[src/rtl/cache_arb_pkg.sv]
// Shared types and constants for the cache refill-port arbiter.
// State encoding, one-hot grant codes and default line geometry.
// Imported by cache_mem_arbiter and rr_arbiter2.
package cache_arb_pkg;

    typedef enum logic {
        IDLE  = 1'b0,
        BURST = 1'b1
    } state_t;

    // One-hot grant encoding {m1,m0}
    localparam logic [1:0] GNT_NONE = 2'b00;
    localparam logic [1:0] GNT_M0   = 2'b01;
    localparam logic [1:0] GNT_M1   = 2'b10;

    // Default line geometry: 4 words per burst, 2-bit word counter
    localparam int DEF_LINE_WORDS = 4;
    localparam int DEF_CNT_WIDTH  = 2;

endpackage

[src/rtl/cache_mem_arbiter_rr_arbiter2.sv]
// rr_arbiter2: combinational 2-way round-robin pick, one-hot grant out.
// Zero latency; a lone requester always wins, a tie goes to the one not granted last.
// Kept generic so a later victim-writeback port can reuse it.
module rr_arbiter2
    import cache_arb_pkg::*;
(
    input  logic [1:0] req_i,    // {req1, req0}
    input  logic [1:0] last_i,   // one-hot grant of the previous burst
    output logic [1:0] gnt_o     // one-hot pick, GNT_NONE when nobody requests
);

    // Tie-break against the previous winner; otherwise the request vector is already one-hot or empty
    always_comb begin
        gnt_o = GNT_NONE;
        if (req_i == 2'b11) begin
            gnt_o = (last_i == GNT_M0) ? GNT_M1 : GNT_M0;
        end else begin
            gnt_o = req_i;
        end
    end

endmodule

[src/rtl/cache_mem_arbiter.sv]
// cache_mem_arbiter: shares one word-wide memory refill port between the I-cache (m0) and D-cache (m1).
// Grant registered one cycle after request; held for LINE_WORDS acks, then one idle bubble before rearbitration.
// Optional watchdog under `CACHE_ARB_TIMEOUT_EN adds err_o and aborts a burst after TIMEOUT ack-less cycles.
module cache_mem_arbiter
    import cache_arb_pkg::*;
#(
    parameter int ADR_WIDTH  = 32,
    parameter int WORD_WIDTH = 32,
    parameter int LINE_WORDS = DEF_LINE_WORDS,
    parameter int CNT_WIDTH  = DEF_CNT_WIDTH
`ifdef CACHE_ARB_TIMEOUT_EN
    ,
    parameter int TIMEOUT    = 64
`endif
) (
    input  logic                  clk,
    input  logic                  rst,

    input  logic                  m0_req_i,
    input  logic [ADR_WIDTH-1:0]  m0_adr_i,
    output logic                  m0_ack_o,
    output logic [WORD_WIDTH-1:0] m0_dat_o,

    input  logic                  m1_req_i,
    input  logic [ADR_WIDTH-1:0]  m1_adr_i,
    output logic                  m1_ack_o,
    output logic [WORD_WIDTH-1:0] m1_dat_o,

    output logic                  mem_req_o,
    output logic [ADR_WIDTH-1:0]  mem_adr_o,
    input  logic                  mem_ack_i,
    input  logic [WORD_WIDTH-1:0] mem_dat_i,

    output logic [1:0]            gnt_o,
    output logic                  busy_o
`ifdef CACHE_ARB_TIMEOUT_EN
    ,
    output logic                  err_o
`endif
);

    localparam logic [CNT_WIDTH-1:0] CNT_LAST = CNT_WIDTH'(LINE_WORDS - 1);

    state_t               state_q;
    logic [1:0]           gnt_q;
    logic [1:0]           last_q;
    logic [CNT_WIDTH-1:0] cnt_q;
    logic [1:0]           pick;
    logic                 gnt_req;

`ifdef CACHE_ARB_TIMEOUT_EN
    localparam int WD_W = $clog2(TIMEOUT + 1);
    localparam logic [WD_W-1:0] WD_LAST = WD_W'(TIMEOUT - 1);
    logic [WD_W-1:0] wd_q;
    logic            err_q;
    assign err_o = err_q;
`endif

    rr_arbiter2 u_rr (
        .req_i  ({m1_req_i, m0_req_i}),
        .last_i (last_q),
        .gnt_o  (pick)
    );

    // Request line of whoever currently owns the port; low means the owner gave up the burst
    assign gnt_req = |(gnt_q & {m1_req_i, m0_req_i});

    // Steer the shared port by the registered grant; nothing is driven while idle
    always_comb begin
        mem_req_o = 1'b0;
        mem_adr_o = '0;
        m0_ack_o  = 1'b0;
        m1_ack_o  = 1'b0;
        if (gnt_q == GNT_M0) begin
            mem_req_o = m0_req_i;
            mem_adr_o = m0_adr_i;
            m0_ack_o  = mem_ack_i;
        end else if (gnt_q == GNT_M1) begin
            mem_req_o = m1_req_i;
            mem_adr_o = m1_adr_i;
            m1_ack_o  = mem_ack_i;
        end
    end

    // Read data fans out to both caches unqualified; each cache gates it with its own ack
    assign m0_dat_o = mem_dat_i;
    assign m1_dat_o = mem_dat_i;
    assign gnt_o    = gnt_q;
    assign busy_o   = (state_q == BURST);

    // IDLE/BURST control: grant capture, word counting, end-of-line, abort and watchdog exits
    always_ff @(posedge clk) begin
        if (rst) begin
            state_q <= IDLE;
            gnt_q   <= GNT_NONE;
            last_q  <= GNT_M1;
            cnt_q   <= '0;
`ifdef CACHE_ARB_TIMEOUT_EN
            wd_q    <= '0;
            err_q   <= 1'b0;
`endif
        end else begin
`ifdef CACHE_ARB_TIMEOUT_EN
            err_q <= 1'b0;
`endif
            case (state_q)
                IDLE: begin
                    if (pick != GNT_NONE) begin
                        gnt_q   <= pick;
                        cnt_q   <= '0;
                        state_q <= BURST;
`ifdef CACHE_ARB_TIMEOUT_EN
                        wd_q    <= '0;
`endif
                    end
                end
                BURST: begin
                    if (mem_ack_i) begin
                        cnt_q <= cnt_q + 1'b1;
`ifdef CACHE_ARB_TIMEOUT_EN
                        wd_q  <= '0;
`endif
                    end
                    if (mem_ack_i && (cnt_q == CNT_LAST)) begin
                        // Last word of the line delivered
                        last_q  <= gnt_q;
                        gnt_q   <= GNT_NONE;
                        cnt_q   <= '0;
                        state_q <= IDLE;
                    end else if (!gnt_req) begin
                        // Owner dropped its request; any ack this cycle was still forwarded
                        last_q  <= gnt_q;
                        gnt_q   <= GNT_NONE;
                        cnt_q   <= '0;
                        state_q <= IDLE;
                    end
`ifdef CACHE_ARB_TIMEOUT_EN
                    else if (!mem_ack_i) begin
                        if (wd_q == WD_LAST) begin
                            // Memory went silent too long: flag it and free the port
                            err_q   <= 1'b1;
                            last_q  <= gnt_q;
                            gnt_q   <= GNT_NONE;
                            cnt_q   <= '0;
                            state_q <= IDLE;
                        end else begin
                            wd_q <= wd_q + 1'b1;
                        end
                    end
`endif
                end
                default: begin
                    state_q <= IDLE;
                    gnt_q   <= GNT_NONE;
                end
            endcase
        end
    end

endmodule

[config.mk]
export PLATFORM = sky130hd
export DESIGN_NAME = cache_mem_arbiter
export DESIGN_NICKNAME = d
export VERILOG_FILES = /design/src/rtl/cache_arb_pkg.sv /design/src/rtl/cache_mem_arbiter_rr_arbiter2.sv /design/src/rtl/cache_mem_arbiter.sv
export SDC_FILE = /design/constraint.sdc
export NUM_CORES = 1
export LEC_CHECK = 0
export CORE_MARGIN = 5
export CORE_UTILIZATION = 23
export CTS_BUF_LIST = sky130_fd_sc_hd__clkbuf_16
export DETAILED_ROUTE_END_ITERATION = 8
export PLACE_DENSITY = 0.86
export SYNTH_ARGS = -nofsm -noshare
export SYNTH_HDL_FRONTEND = slang
export SYNTH_SLANG_ARGS = --single-unit
[constraint.sdc]
create_clock -name clk -period 1.4 [get_ports clk]
set_input_delay 0.28 -clock clk [delete_from_list [all_inputs] [get_ports clk]]
set_output_delay 0.28 -clock clk [all_outputs]
set_load 0.1 [all_outputs]
# After elaboration in Yosys (flattened, before gate mapping)
# Index checks and enable logic that the tools add are counted.
[op_classes] n_addsub=1 n_eq_ne=9 muxes=24 bitwise_logic=2 reduce_logical=6
[op_table] operator="$mux W32" count=2
[op_table] operator="$mux W2" count=11
[op_table] operator="$mux W1" count=8
[op_table] operator="$pmux W2 S2" count=2
[op_table] operator="$eq A2 B2 Y1 const B" count=3
[op_table] operator="$reduce_and A2 Y1" count=3
[op_table] operator="$eq A2 B1 Y1 const B" count=2
[op_table] operator="$ne A4 B3 Y1 const B" count=1
[op_table] operator="$ne A3 B2 Y1 const B" count=1
[op_table] operator="$add A2 B1 Y2 const B" count=1
[op_table] operator="$and A2 B2 Y2" count=1
[op_table] operator="$ne A2 B1 Y1 const B" count=1
[op_table] operator="$ne A2 B2 Y1 const B" count=1
[op_table] operator="$pmux W1 S2" count=1
[op_table] operator="$reduce_bool A2 Y1" count=1
[op_table] operator="$reduce_or A2 Y1" count=1
[op_table] operator="$logic_and A1 B1 Y1" count=1
[op_table] operator="$not A1 Y1" count=1
[word_totals] reg_bits=7

# Logic depth before layout (Yosys ltp)
[logic_depth] ltp_word=6 ltp_mapped=5

# By module
# From an unflattened synthesis, not the netlist that was laid out.
[hier_totals] hier_cells=157 area_unflattened_um2=1241.2
[modules_own_cells] mod="cache_mem_arbiter" n_inst=1 cells_per_inst=153 area_each_um2=1211.2 seq_area_each_um2=140.1
[modules_own_cells] mod="rr_arbiter2" n_inst=1 cells_per_inst=4 area_each_um2=30.0 seq_area_each_um2=0.0

# Worst setup path after synthesis
# OpenSTA, ideal clock, no wires.
[synth_path] path_type="register to output" start="register gnt_q[1], in the netlist gnt_o[1]" end="output mem_req_o" arrival_ps=3269 slack_ps=-2149 stages_incl_launch_ff=3 path_cell_list="dfxtp_1 nand2_1 o21ai_0"
[synth_between] elab_chain_len=3 elab_cells_between_ends=4 cone_classes="eq/ne (2); mux (2)"
[synth_lines] element="from (decl)" line="cache_mem_arbiter.sv:45" rtl="logic [1:0] gnt_q;"
[synth_lines] element="from (signal assigned)" line="cache_mem_arbiter.sv:109" rtl="gnt_q <= pick;"
[synth_lines] element="$eq A2 B2 Y1" line="cache_mem_arbiter.sv:78" rtl="end else if (gnt_q == GNT_M1) begin"
[synth_lines] element="$mux W1" line="cache_mem_arbiter.sv:78"
[synth_lines] element="$mux W1 *" line="cache_mem_arbiter.sv:74" rtl="if (gnt_q == GNT_M0) begin"
[synth_lines] element="to (decl)" line="cache_mem_arbiter.sv:29" rtl="output logic mem_req_o,"
# Every way passes the cells marked *; elsewhere a longest branch is shown, timed or not.

# Worst setup path after layout
[layout_path] start="register gnt_q[0], in the netlist gnt_o[0]" end="output m0_ack_o"
[layout_between] elab_chain_len=2
[layout_lines] element="$eq A2 B1 Y1" line="cache_mem_arbiter.sv:74"
[layout_lines] element="$mux W1" line="cache_mem_arbiter.sv:74"
[layout_lines] element="to (decl)" line="cache_mem_arbiter.sv:21" rtl="output logic m0_ack_o,"
# Every way passes these cells.

==> out/metrics.csv <==
stage,metric,value,unit
run_status,status,"finished, violations left",
run_status,failing checks,negative setup slack,
clock_network,total CTS buffers,3,
timing,Setup-failing EPs final,35,
synthesis,synthesized area per cell,8.37,µm²
timing,max-slew violation count,0,
floorplan,core region area,0.00544,mm²
drt,initial drt markers,18,
finish,"commonest non-fill, non-tap cell in the layout",clkdlybuf4s50_1,
drt,DR vias/cell,4.56,
timing,Final Hold Fails,0,
finish,Antenna diodes,0,
worst_setup_path,Critical Path Source Type,register,
timing,TNS Setup,-7.05,ns
drt,DRC violations left,0,
pwr,Max IR drop VDD,0.000723,V
clock_network,Worst-path clk slew,0.03,ns
grt,vias in the first global route,1360,
timing,final worst slack,-0.243,ns
timing,Slew headroom,0.852,
grt,met3 usage,0.0510,
placement,placed cell count,269,
worst_setup_path,kind of critical path,register to primary output,
timing,Max Freq,0.608,GHz
placement,hpwl dp,4030,µm
finish,Area Growth Syn to Fin,118,%
finish,Non-Filler Instances,275,
finish,number of fill cells in the layout,450,
clock_network,CTS tree,built,
grt,antenna violations before repair,0,
synthesis,Mapped Cells,152,
drt,"antenna viol nets, final",0,
clock_network,number of H-tree levels,1,
clock_network,clk sinks,7,
synthesis,Post-Syn Nets,254,
grt,GRT Total Usage,0.133,
clock_network,Clock Tree Buf Depth,2,
worst_setup_path,Worst setup EP type,primary output,
grt,GR Overflow Total,0,
timing,RSZ-0062 raised after global routing,true,
drt,via count,1253,
timing,clock skew,0.00524,ns
synthesis,sequential area share after synthesis,0.110,
drt,Avg WL per Cell,17.8,µm
run,maxcap violations,0,
finish,highest-count cells in the layout ignoring fill and taps,"clkdlybuf4s50_1 (66), buf_12 (42), a22o_4 (33), buf_4 (10)",
clock_network,Worst-Skew Late Latency,0.24,ns
grt,pin count of the biggest net entering global routing,21,
pwr,Pleak,0.00118,µW
grt,GRT met1 Usage,0.146,
clock_network,CTS Hold Bufs,0,
synthesis,"Distinct cells, synth",30,
placement,count of buffers from port buffering,106,
drt,1st-pass router iterations,4,
floorplan,starting density of the core,0.234,
worst_setup_path,WP data required,1.12,ns
finish,Final nets,306,
pwr,PwrDens,781,mW/mm²
worst_setup_path,Worst Path Arrival,1.36,ns
grt,gr busiest metal,met2,
finish,layout cells sized above 1,0.483,
timing,worst-margin pin slew,0.222,ns
floorplan,die height,84.4,µm
placement,routability cong.,0.824,
worst_setup_path,critical path peak fanout,19,
floorplan,row count,27,
floorplan,Die X,84.4,µm
clock_network,Root Driver,clkbuf_16,
drt,drt total wl,4880,µm
synthesis,synthesized flop and latch total,7,
timing,Final period util,1.17,
grt,met2 usage,0.219,
synthesis,warnings from Yosys,0,
floorplan,die area,0.00712,mm²
worst_setup_path,r2r setup slk,0.07,ns
min_path,worst min path class,register to register,
grt,first-pass GRT wire length,7620,µm
timing,crit path time final,1.64,ns
synthesis,area of the mapped netlist,0.00127,mm²
floorplan,num ports,203,
-- power breakdown --
part           switching (µW)  leakage (µW)  internal, µW
logic                     807       0.00108           639
registers                14.2     0.0000589           212
clock network             120     0.0000423           372
-- cell type report --
class | count | area [µm²] | share of cell area
Sequential cell | 7 | 149 | 0.0537
Timing Repair Buffer | 120 | 1590 | 0.575
Clock buffer | 3 | 75.1 | 0.0271
Tap cell | 72 | 90.1 | 0.0325
Clock inverter | 1 | 3.75 | 0.00136
Multi-Input combinational cell | 69 | 847 | 0.306
Inverter | 3 | 11.3 | 0.00407
-- synth_stat cells, drive strengths merged --
cell | instances | area share
nand2 | 5 | 0.015
inv | 3 | 0.0088
nand2b | 1 | 0.0049
a21oi | 4 | 0.025
nor3 | 2 | 0.0079
nor2 | 3 | 0.0088
o211ai | 2 | 0.012
nor2b | 4 | 0.028
o2bb2ai | 1 | 0.0069
o21ai | 1 | 0.0039
mux2i | 2 | 0.016
ha | 1 | 0.0098
buf | 73 | 0.46
and2 | 2 | 0.0098
or2b | 1 | 0.0059
nand4 | 1 | 0.0049
nand3 | 1 | 0.0039
dfxtp | 7 | 0.11
a22o | 33 | 0.23
and3b | 2 | 0.014
o221ai | 1 | 0.0069
nor3b | 1 | 0.0059
o22ai | 1 | 0.0049
-- through the flow --
step / instance area [µm²] / setup slack (ns) / utilization / total power (µW) / hold slack [ns]
after detailed placement: 2650 / -0.151 / 0.487 / 1670 / 0.470
after floorplan: 1560 / -0.267 / - / 1910 / 0.444
final: 2770 / -0.243 / 0.509 / 2160 / 0.477
after CTS: 2760 / -0.256 / 0.507 / 2180 / 0.475
after global placement: 2650 / -0.123 / 0.487 / 1650 / 0.456
after global routing: 2770 / -0.286 / 0.509 / 2230 / 0.500
-- state kept, by name (all words and copies together) (netlist names) --
name    count
cnt_q       2
gnt_o       2
last_q      2
busy_o      1
-- routing by layer --
metal	vias up	share of wire
met5	-	0
met4	0	0.034
met3	25	0.12
met2	84	0.48
met1	565	0.37
li1	579	-
-- repair_timing --
| item | CTS | global route |
|---|---|---|
| hold endpoints to repair | 0 | 0 |
| gates resized for setup | 6 | 1 |
| pin swaps | 2 | 2 |
| setup endpoints to repair | 35 | 37 |
| buffers inserted | 1 | 1 |
-- worst max-delay path: stages (launching register included) --
cell and delay (ns):
dfxtp_4 0.35, nor2b_4 0.23, buf_12 0.21, and2_4 0.17, buf_12 0.16
-- cells by family after synthesis --
group | count (synthesis) | share of synthesized area
muxes | 2 | 0.0157
and+or+nand+nor | 23 | 0.108
DFF | 7 | 0.110
AOI/OAI and AO/OA | 43 | 0.287
buffers and inverters | 76 | 0.469
adders and majority gates | 1 | 0.00983
-- worst paths after layout --
kind / to / start / cells past startpoint
worst min-delay path: last_q[0] / last_q[0] / 2
worst min register to register: last_q[0] / last_q[0] / 2
worst max register to register: last_q[0] / gnt_o[0] / 5
worst max-delay path: m0_ack_o / gnt_o[0] / 4
(Power assumes the default switching activity.)
